--- config.mk ---
export PLATFORM = sky130hd
export DESIGN_NAME = mix_columns_seq
export DESIGN_NICKNAME = d
export VERILOG_FILES = /design/src/rtl/aes_pkg.sv /design/src/rtl/mix_column.sv /design/src/rtl/mix_columns_seq.sv
export SDC_FILE = /design/constraint.sdc
export NUM_CORES = 1
export LEC_CHECK = 0
export CORE_ASPECT_RATIO = 0.75
export CORE_MARGIN = 2
export CORE_UTILIZATION = 35
export CTS_BUF_LIST = sky130_fd_sc_hd__clkbuf_4 sky130_fd_sc_hd__clkbuf_8 sky130_fd_sc_hd__clkbuf_16
export CTS_CLUSTER_SIZE = 16
export DETAILED_ROUTE_END_ITERATION = 10
export GPL_TIMING_DRIVEN = 0
export MAX_ROUTING_LAYER = met4
export PLACE_DENSITY_LB_ADDON = 0.05
export SETUP_SLACK_MARGIN = 0.15
export SLEW_MARGIN = 0
export SYNTH_ARGS = -nofsm -noshare
export SYNTH_HDL_FRONTEND = slang
export SYNTH_HIERARCHICAL = 1
export SYNTH_SLANG_ARGS = --single-unit
export TNS_END_PERCENT = 50
--- constraint.sdc ---
create_clock -name clk -period 4.02 [get_ports clk]
set_input_delay 0.804 -clock clk [delete_from_list [all_inputs] [get_ports clk]]
set_output_delay 0.804 -clock clk [all_outputs]
set_load 0.02 [all_outputs]
--- src/rtl/aes_pkg.sv ---
// Shared AES definitions: state geometry, FSM encoding, and byte/column helpers.
package aes_pkg;

    localparam int AES_STATE_W = 128;
    localparam int AES_COLS    = 4;
    localparam int AES_ROWS    = 4;

    typedef enum logic [1:0] {
        IDLE = 2'd0,
        RUN  = 2'd1,
        DONE = 2'd2
    } fsm_state_t;

    // Column c occupies bits [127-32c -: 32], so its LSB sits at 32*(3-c); 3-c equals ~c for 2 bits.
    function automatic logic [6:0] col_base(input logic [1:0] c);
        return {~c, 5'b00000};
    endfunction

    // Byte (r,c) occupies bits [127-32c-8r -: 8], LSB at 8*(15-4c-r).
    function automatic logic [6:0] byte_base(input logic [1:0] r, input logic [1:0] c);
        return {~c, ~r, 3'b000};
    endfunction

    // Extract one 32-bit column, row 0 in the most significant byte.
    function automatic logic [31:0] get_col(input logic [AES_STATE_W-1:0] s, input logic [1:0] c);
        return s[col_base(c) +: 32];
    endfunction

    // Multiply by 2 in GF(2^8) modulo x^8+x^4+x^3+x+1.
    function automatic logic [7:0] xtime(input logic [7:0] a);
        return {a[6:0], 1'b0} ^ (a[7] ? 8'h1b : 8'h00);
    endfunction

endpackage

--- src/rtl/mix_column.sv ---
// One AES MixColumns column: four byte_mix cells with rotated operand order.
module byte_mix
    import aes_pkg::*;
(
    input  logic [7:0] a,
    input  logic [7:0] b,
    input  logic [7:0] c,
    input  logic [7:0] d,
    output logic [7:0] o
);

    // 2*a ^ 3*b ^ c ^ d, where 3*b is 2*b ^ b.
    assign o = xtime(a) ^ xtime(b) ^ b ^ c ^ d;

endmodule

module mix_column
    import aes_pkg::*;
(
    input  logic [31:0] col_in,
    output logic [31:0] col_out
);

    logic [7:0] s0;
    logic [7:0] s1;
    logic [7:0] s2;
    logic [7:0] s3;

    assign s0 = col_in[31:24];
    assign s1 = col_in[23:16];
    assign s2 = col_in[15:8];
    assign s3 = col_in[7:0];

    byte_mix u_mix0 (.a(s0), .b(s1), .c(s2), .d(s3), .o(col_out[31:24]));
    byte_mix u_mix1 (.a(s1), .b(s2), .c(s3), .d(s0), .o(col_out[23:16]));
    byte_mix u_mix2 (.a(s2), .b(s3), .c(s0), .d(s1), .o(col_out[15:8]));
    byte_mix u_mix3 (.a(s3), .b(s0), .c(s1), .d(s2), .o(col_out[7:0]));

endmodule

--- src/rtl/mix_columns_seq.sv ---
// Sequenced MixColumns engine: NCOL columns per cycle on a shared bank of mix_column cells.
module mix_columns_seq
    import aes_pkg::*;
#(
    parameter int NCOL = 1
) (
    input  logic                   clk,
    input  logic                   rst_n,
    input  logic                   in_valid,
    output logic                   in_ready,
    input  logic [AES_STATE_W-1:0] in_state,
    input  logic                   in_last,
    output logic                   out_valid,
    input  logic                   out_ready,
    output logic [AES_STATE_W-1:0] out_state,
    output logic                   busy
);

    if (!(NCOL == 1 || NCOL == 2 || NCOL == 4)) begin : g_bad_ncol
        $error("mix_columns_seq: NCOL must be 1, 2 or 4");
    end

    localparam logic [1:0] STEP  = 2'(NCOL);
    localparam logic [1:0] LAST  = 2'(AES_COLS - NCOL);

    fsm_state_t             state;
    logic [1:0]             counter;
    logic [AES_STATE_W-1:0] in_reg;
    logic [31:0]            col_in  [NCOL];
    logic [31:0]            col_out [NCOL];
    logic [AES_STATE_W-1:0] mixed_next;

    for (genvar j = 0; j < NCOL; j++) begin : g_cols
        assign col_in[j] = get_col(in_reg, counter + 2'(j));
        mix_column u_col (.col_in(col_in[j]), .col_out(col_out[j]));
    end

    // Merge the freshly mixed column group into the current result word.
    always_comb begin
        mixed_next = out_state;
        for (int j = 0; j < NCOL; j++) begin
            mixed_next[col_base(counter + 2'(j)) +: 32] = col_out[j];
        end
    end

    // Control FSM with registered handshake outputs and result register.
    always_ff @(posedge clk) begin
        if (!rst_n) begin
            state     <= IDLE;
            counter   <= 2'd0;
            in_reg    <= '0;
            out_state <= '0;
            out_valid <= 1'b0;
            busy      <= 1'b0;
            in_ready  <= 1'b1;
        end else begin
            case (state)
                IDLE: begin
                    if (in_valid) begin
                        in_reg   <= in_state;
                        busy     <= 1'b1;
                        in_ready <= 1'b0;
                        if (in_last) begin
                            out_state <= in_state;
                            out_valid <= 1'b1;
                            state     <= DONE;
                        end else begin
                            counter <= 2'd0;
                            state   <= RUN;
                        end
                    end
                end
                RUN: begin
                    out_state <= mixed_next;
                    counter   <= counter + STEP;
                    if (counter == LAST) begin
                        out_valid <= 1'b1;
                        state     <= DONE;
                    end
                end
                DONE: begin
                    if (out_ready) begin
                        out_valid <= 1'b0;
                        busy      <= 1'b0;
                        in_ready  <= 1'b1;
                        state     <= IDLE;
                    end
                end
                default: begin
                    out_valid <= 1'b0;
                    busy      <= 1'b0;
                    in_ready  <= 1'b1;
                    state     <= IDLE;
                end
            endcase
        end
    end

endmodule

* Yosys cells after proc, flatten, opt, wreduce, memory -nomap -nowiden
Index checks and enable logic that the tools add are counted.
Storage, ports and cells: flip-flop bits (word level) 263, latch bits 0, memory bits (writable) 0, ROM bits 0, input bits 133, output and inout port bits 131, word-level logic and storage cells 76, memories kept 0
Cells by class: add/sub/neg operators 2, multipliers 0, div/mod/pow operators 0, order comparisons 0, eq/ne operators 8, shift-type cells 3, multiplexer cells 26, bitwise logic cells 22, reductions and logical operators 8
Operators with widths (number):
- 128-bit 2-to-1 mux | 2
- 128-bit one-hot mux with 2 select lines | 1
- 8-bit bitwise XOR | 20
- 128-bit bitwise mux | 1
- 32-bit by 9-bit variable shift with 128-bit output, first input constant | 1
- 128-bit by 8-bit variable part select with 32-bit output | 1
- 32-bit by 9-bit variable part select with 128-bit output | 1
- 5-bit 2-to-1 mux | 4
- 2-bit 2-to-1 mux | 6
- 3-bit AND reduction | 4
- 2-bit inequality test, second input constant | 5
- 7-bit negator with 9-bit output | 1
- 1-bit one-hot mux with 3 select lines | 3
- 1-bit 2-to-1 mux | 7
- 2-bit one-hot mux with 3 select lines | 1
- 2-bit == test, second input constant | 2
- 2-bit one-hot mux with 2 select lines | 1
- 4-bit AND reduction | 1
- 2-bit by 1-bit adder with 2-bit output, second input constant | 1
- 2-bit by 1-bit == test with 1-bit output, second input constant | 1
- 2-bit zero test | 1
- 2-bit NOT | 1
- 2-bit AND reduction | 1
- 2-bit nonzero test | 1
- 1-bit NOT | 1

* Depth between registers and ports, before layout
depth in word-level cells 11, gate-level depth with buffers 9, gate-level depth less buffers 6

* Modules after synthesis
Netlist, hierarchy kept.
By module, submodules not included:
- mix_columns_seq | instances 1, cells an instance 1237, area an instance 11375.9 um2, sequential area each 5265.0 um2
- byte_mix | instances 4, cells an instance 25, area an instance 342.8 um2, sequential area each 0.0 um2

* Least setup slack after synthesis
No wires, ideal clock.
path kind register -> register, start reg counter[0], end reg out_state[105], setup time 123 ps, arrival 2703 ps, data required time 3897 ps, setup slack 1194 ps, cell stages (with the launch flop) 8, path buffers 2, clock period less this slack 2826 ps, path through dfxtp_1 buf_4 buf_4 mux4_2 xnor3_1 xnor3_1 a221oi_1 nor2_1
RTL lines:
- start: declaration | RTL line mix_columns_seq.sv:27 | logic [1:0] counter;
- start signal: assignment | RTL line mix_columns_seq.sv:75 | counter <= counter + STEP;
- end signal: assignment | RTL line mix_columns_seq.sv:64 | out_state <= in_state;
- end signal: assignment | RTL line mix_columns_seq.sv:74 | out_state <= mixed_next;
- end: declaration | RTL line mix_columns_seq.sv:15 | output logic [AES_STATE_W-1:0] out_state,

==> results.sh <==
export IMPL_synthFlopType="dfxtp_1"
export IMPL_numCtsBuffers=28
export IMPL_max_freq_mhz=271
export IMPL_finClkSkew_ns=0.0101
export IMPL_cp_slowest_cell="xnor2_1"
export IMPL_preCtsSetupSlack_ns=0.433
export IMPL_syn_area_mm2=0.0127
export IMPL_fin_ws_ns=0.336
export IMPL_max_slew_margin_pct=29.1
export IMPL_drt_antenna_violating_nets=0
export IMPL_clockBufferDepth=3
export IMPL_synth_edff_count=0
export IMPL_tightestPinTransition_ns=1.06
export IMPL_rsz0062_at_grt="no"
export IMPL_grt_util_all_layers_pct=28.3
export IMPL_multi_input_area_mm2=0.00684
export IMPL_met1_usage_pct=39.6
export IMPL_seq_area_frac_synth_pct=41.3
export IMPL_antenna_found_initial=3
export IMPL_post_cts_resize_count=0
export IMPL_required_ns=4.52
export IMPL_die_area_mm2=0.0380
export IMPL_path_buf_inv=2
export IMPL_grt_util_met3_pct=4.88
export IMPL_cpLargestDelayFamily="XOR/XNOR gates"
export IMPL_arrival_ns=4.18
export IMPL_maxSlewViolCount=0
export IMPL_cts_setup_buffers=0
export IMPL_grtUsageMet2_pct=41.7
export IMPL_vdd_drop_max_mv=0.291
export IMPL_via_per_inst=5.55
export IMPL_syn_num_nets=1475
export IMPL_nNetsFinal=1767
export IMPL_drc=0
export IMPL_post_drt_wl_per_cell_um=25.0
export IMPL_grt_overflow_total=0
export IMPL_gp_congestion=0.902
export IMPL_regArea_mm2=0.00527
export IMPL_coreArea_mm2=0.0359
export IMPL_nFillCells=3473
export IMPL_postSynthCellCount=1337
export IMPL_fin_crit_ns=3.68
export IMPL_path_clk_slew_ns=0.06
export IMPL_clock_sinks=263
export IMPL_yosysWarnings=6
export IMPL_cts_tree="built"
export IMPL_rows=60
export IMPL_crit_chain="clkbuf_1 > clkbuf_1 > mux4_2 > xnor3_1 > xnor2_1 > a221oi_1 > nor2_1"
export IMPL_grt_pass1_vias=11400
export IMPL_synth_avg_cell_area_um2=9.53
export IMPL_cp_slowest_stage_delay_ns=0.85
export IMPL_grt_pass1_wl_um=76300
export IMPL_synthToLayoutAreaGrowth_pct=32.8
export IMPL_cp_common_cell="clkbuf_1"
export IMPL_htreeDepth=1
export IMPL_ys_types=36
export IMPL_fin_setup_tns_ns=0
export IMPL_die_h_um=169
export IMPL_finalHoldViolCount=0
export IMPL_drive_gt1_share_pct=12.3
export IMPL_cts_root_buf="clkbuf_16"
export IMPL_dp_hpwl_um=40200
export IMPL_dieWidth_um=224
export IMPL_synthArstFlopShare_pct=0
export IMPL_top_usage_layer="met2"
export IMPL_finalSetupViolations=0
export IMPL_insertion_delay_ns=0.56
export IMPL_cp_start_kind="register"
export IMPL_ios=264
export IMPL_hp_class="register to register"
export IMPL_place_port_buffers=262
export IMPL_status="finished clean"
export IMPL_total_power_mw=7.97
export IMPL_period_share_pct=91.6
export IMPL_vias=11800
export IMPL_maxCapViolCount=0
export IMPL_reg2reg_setup_slack_ns=0.34
export IMPL_drt_iter0_drc=1060
export IMPL_initial_core_util_pct=35.5
export IMPL_crit_fanout=10
export IMPL_crit_type="register to register"
export IMPL_dr_pass1_iters=6
export IMPL_grt_max_degree=14
export IMPL_wl_um=53000
export IMPL_power_density_mw_per_mm2=471
export IMPL_p_leak_nw=6.59
export IMPL_end_kind="register"
export IMPL_ys_seq_elements=263
export IMPL_postCtsHoldBufs=0
-- final timing paths --
check / start / to / cells after the start
setup / recovery: counter[1]$_SDFFE_PN0P_ / out_state[112]$_SDFFE_PN0P_ / 7
setup reg to reg: counter[1]$_SDFFE_PN0P_ / out_state[112]$_SDFFE_PN0P_ / 7
hold reg to reg: in_reg[73]$_SDFFE_PN0P_ / in_reg[73]$_SDFFE_PN0P_ / 2
hold / removal: in_reg[73]$_SDFFE_PN0P_ / in_reg[73]$_SDFFE_PN0P_ / 2
-- metrics by stage --
stage	hold WS [ns]	cells	cell area [um^2]	utilization [%]
after floorplan	0.432	1337	12700	-
after global routing	0.467	2117	16900	47.2
after CTS	0.451	2116	16900	47.2
final	0.453	2117	16900	47.2
after detailed placement	0.443	2064	16000	44.5
after global placement	0.438	2064	16000	44.5
-- logic make-up after synthesis --
kind of cell | share of synthesized area (%)
AND/OR/NAND/NOR | 12.8
multiplexers | 5.65
adder cells (fa/ha/maj) | 0.491
flip-flops | 41.3
XOR/XNOR | 10.8
buffers and inverters | 5.02
AO/OA/AOI/OAI | 23.9
-- worst reg2reg max path, cell delays in order (launching register included) --
cell	delay [ns]
dfxtp_1	0.38
clkbuf_1	0.39
clkbuf_1	0.62
mux4_2	0.57
xnor3_1	0.46
xnor2_1	0.85
a221oi_1	0.22
nor2_1	0.14
-- cell type report --
cell class / instances / area share [%]
multi-input cells: 950 / 40.4
flip-flops and latches: 263 / 31.1
repair buffers: 262 / 15.5
clock buffers: 45 / 5.40
plain buffers: 120 / 3.69
well taps: 465 / 3.44
clock inverters: 7 / 0.355
inverters: 4 / 0.0887
diodes: 1 / 0.0148
-- metal layers --
layer	vias to the layer above	wire (um)
met5	-	0
met4	0	1730
met3	87	4360
met2	527	22600
met1	5789	24300
li1	5348	-
-- synth_stat cells (all sizes together) (5+ instances only) --
| cell | instances | area [um^2] |
|---|---|---|
| dfxtp | 263 | 5270 |
| nand2 | 260 | 976 |
| nor2 | 134 | 503 |
| a21boi | 130 | 976 |
| o21ai | 130 | 651 |
| a221oi | 128 | 1310 |
| buf | 83 | 485 |
| xnor2 | 44 | 385 |
| clkbuf | 37 | 139 |
| xnor3 | 36 | 811 |
| mux4 | 32 | 721 |
| xor2 | 20 | 175 |
| a21oi | 8 | 62.6 |
| ha | 5 | 62.6 |
| nor2b | 5 | 31.3 |
-- layout by cell type (no fill, tap or decap), drive strengths merged --
cell type | Yosys | final
nand2 | 260 | 260
clkinv | 0 | 6
a22oi | 1 | 1
bufinv | 0 | 1
clkbuf | 37 | 82
nor4b | 1 | 1
a21boi | 130 | 130
diode | 0 | 1
o21bai | 2 | 2
nand2b | 3 | 3
xnor3 | 36 | 36
xnor2 | 44 | 44
ha | 5 | 5
nor2 | 134 | 134
xor2 | 20 | 20
inv | 4 | 4
clkdlybuf4s50 | 0 | 262
nor3 | 1 | 1
and4bb | 1 | 1
nand4b | 1 | 1
o21ai | 130 | 130
nor4 | 1 | 1
nand4bb | 1 | 1
nor3b | 1 | 1
nor2b | 5 | 5
a221oi | 128 | 128
or2 | 1 | 1
a21oi | 8 | 8
dfxtp | 263 | 263
a21o | 4 | 4
mux4 | 32 | 32
buf | 83 | 83
-- where the power goes --
part	leakage (nW)	internal, mW	total, mW	switching (mW)
Clock	0.497	1.61	2.74	1.12
Sequential	2.16	2.82	2.94	0.124
Combinational	3.93	0.897	2.30	1.40
Power figures use the tool's default switching activity.
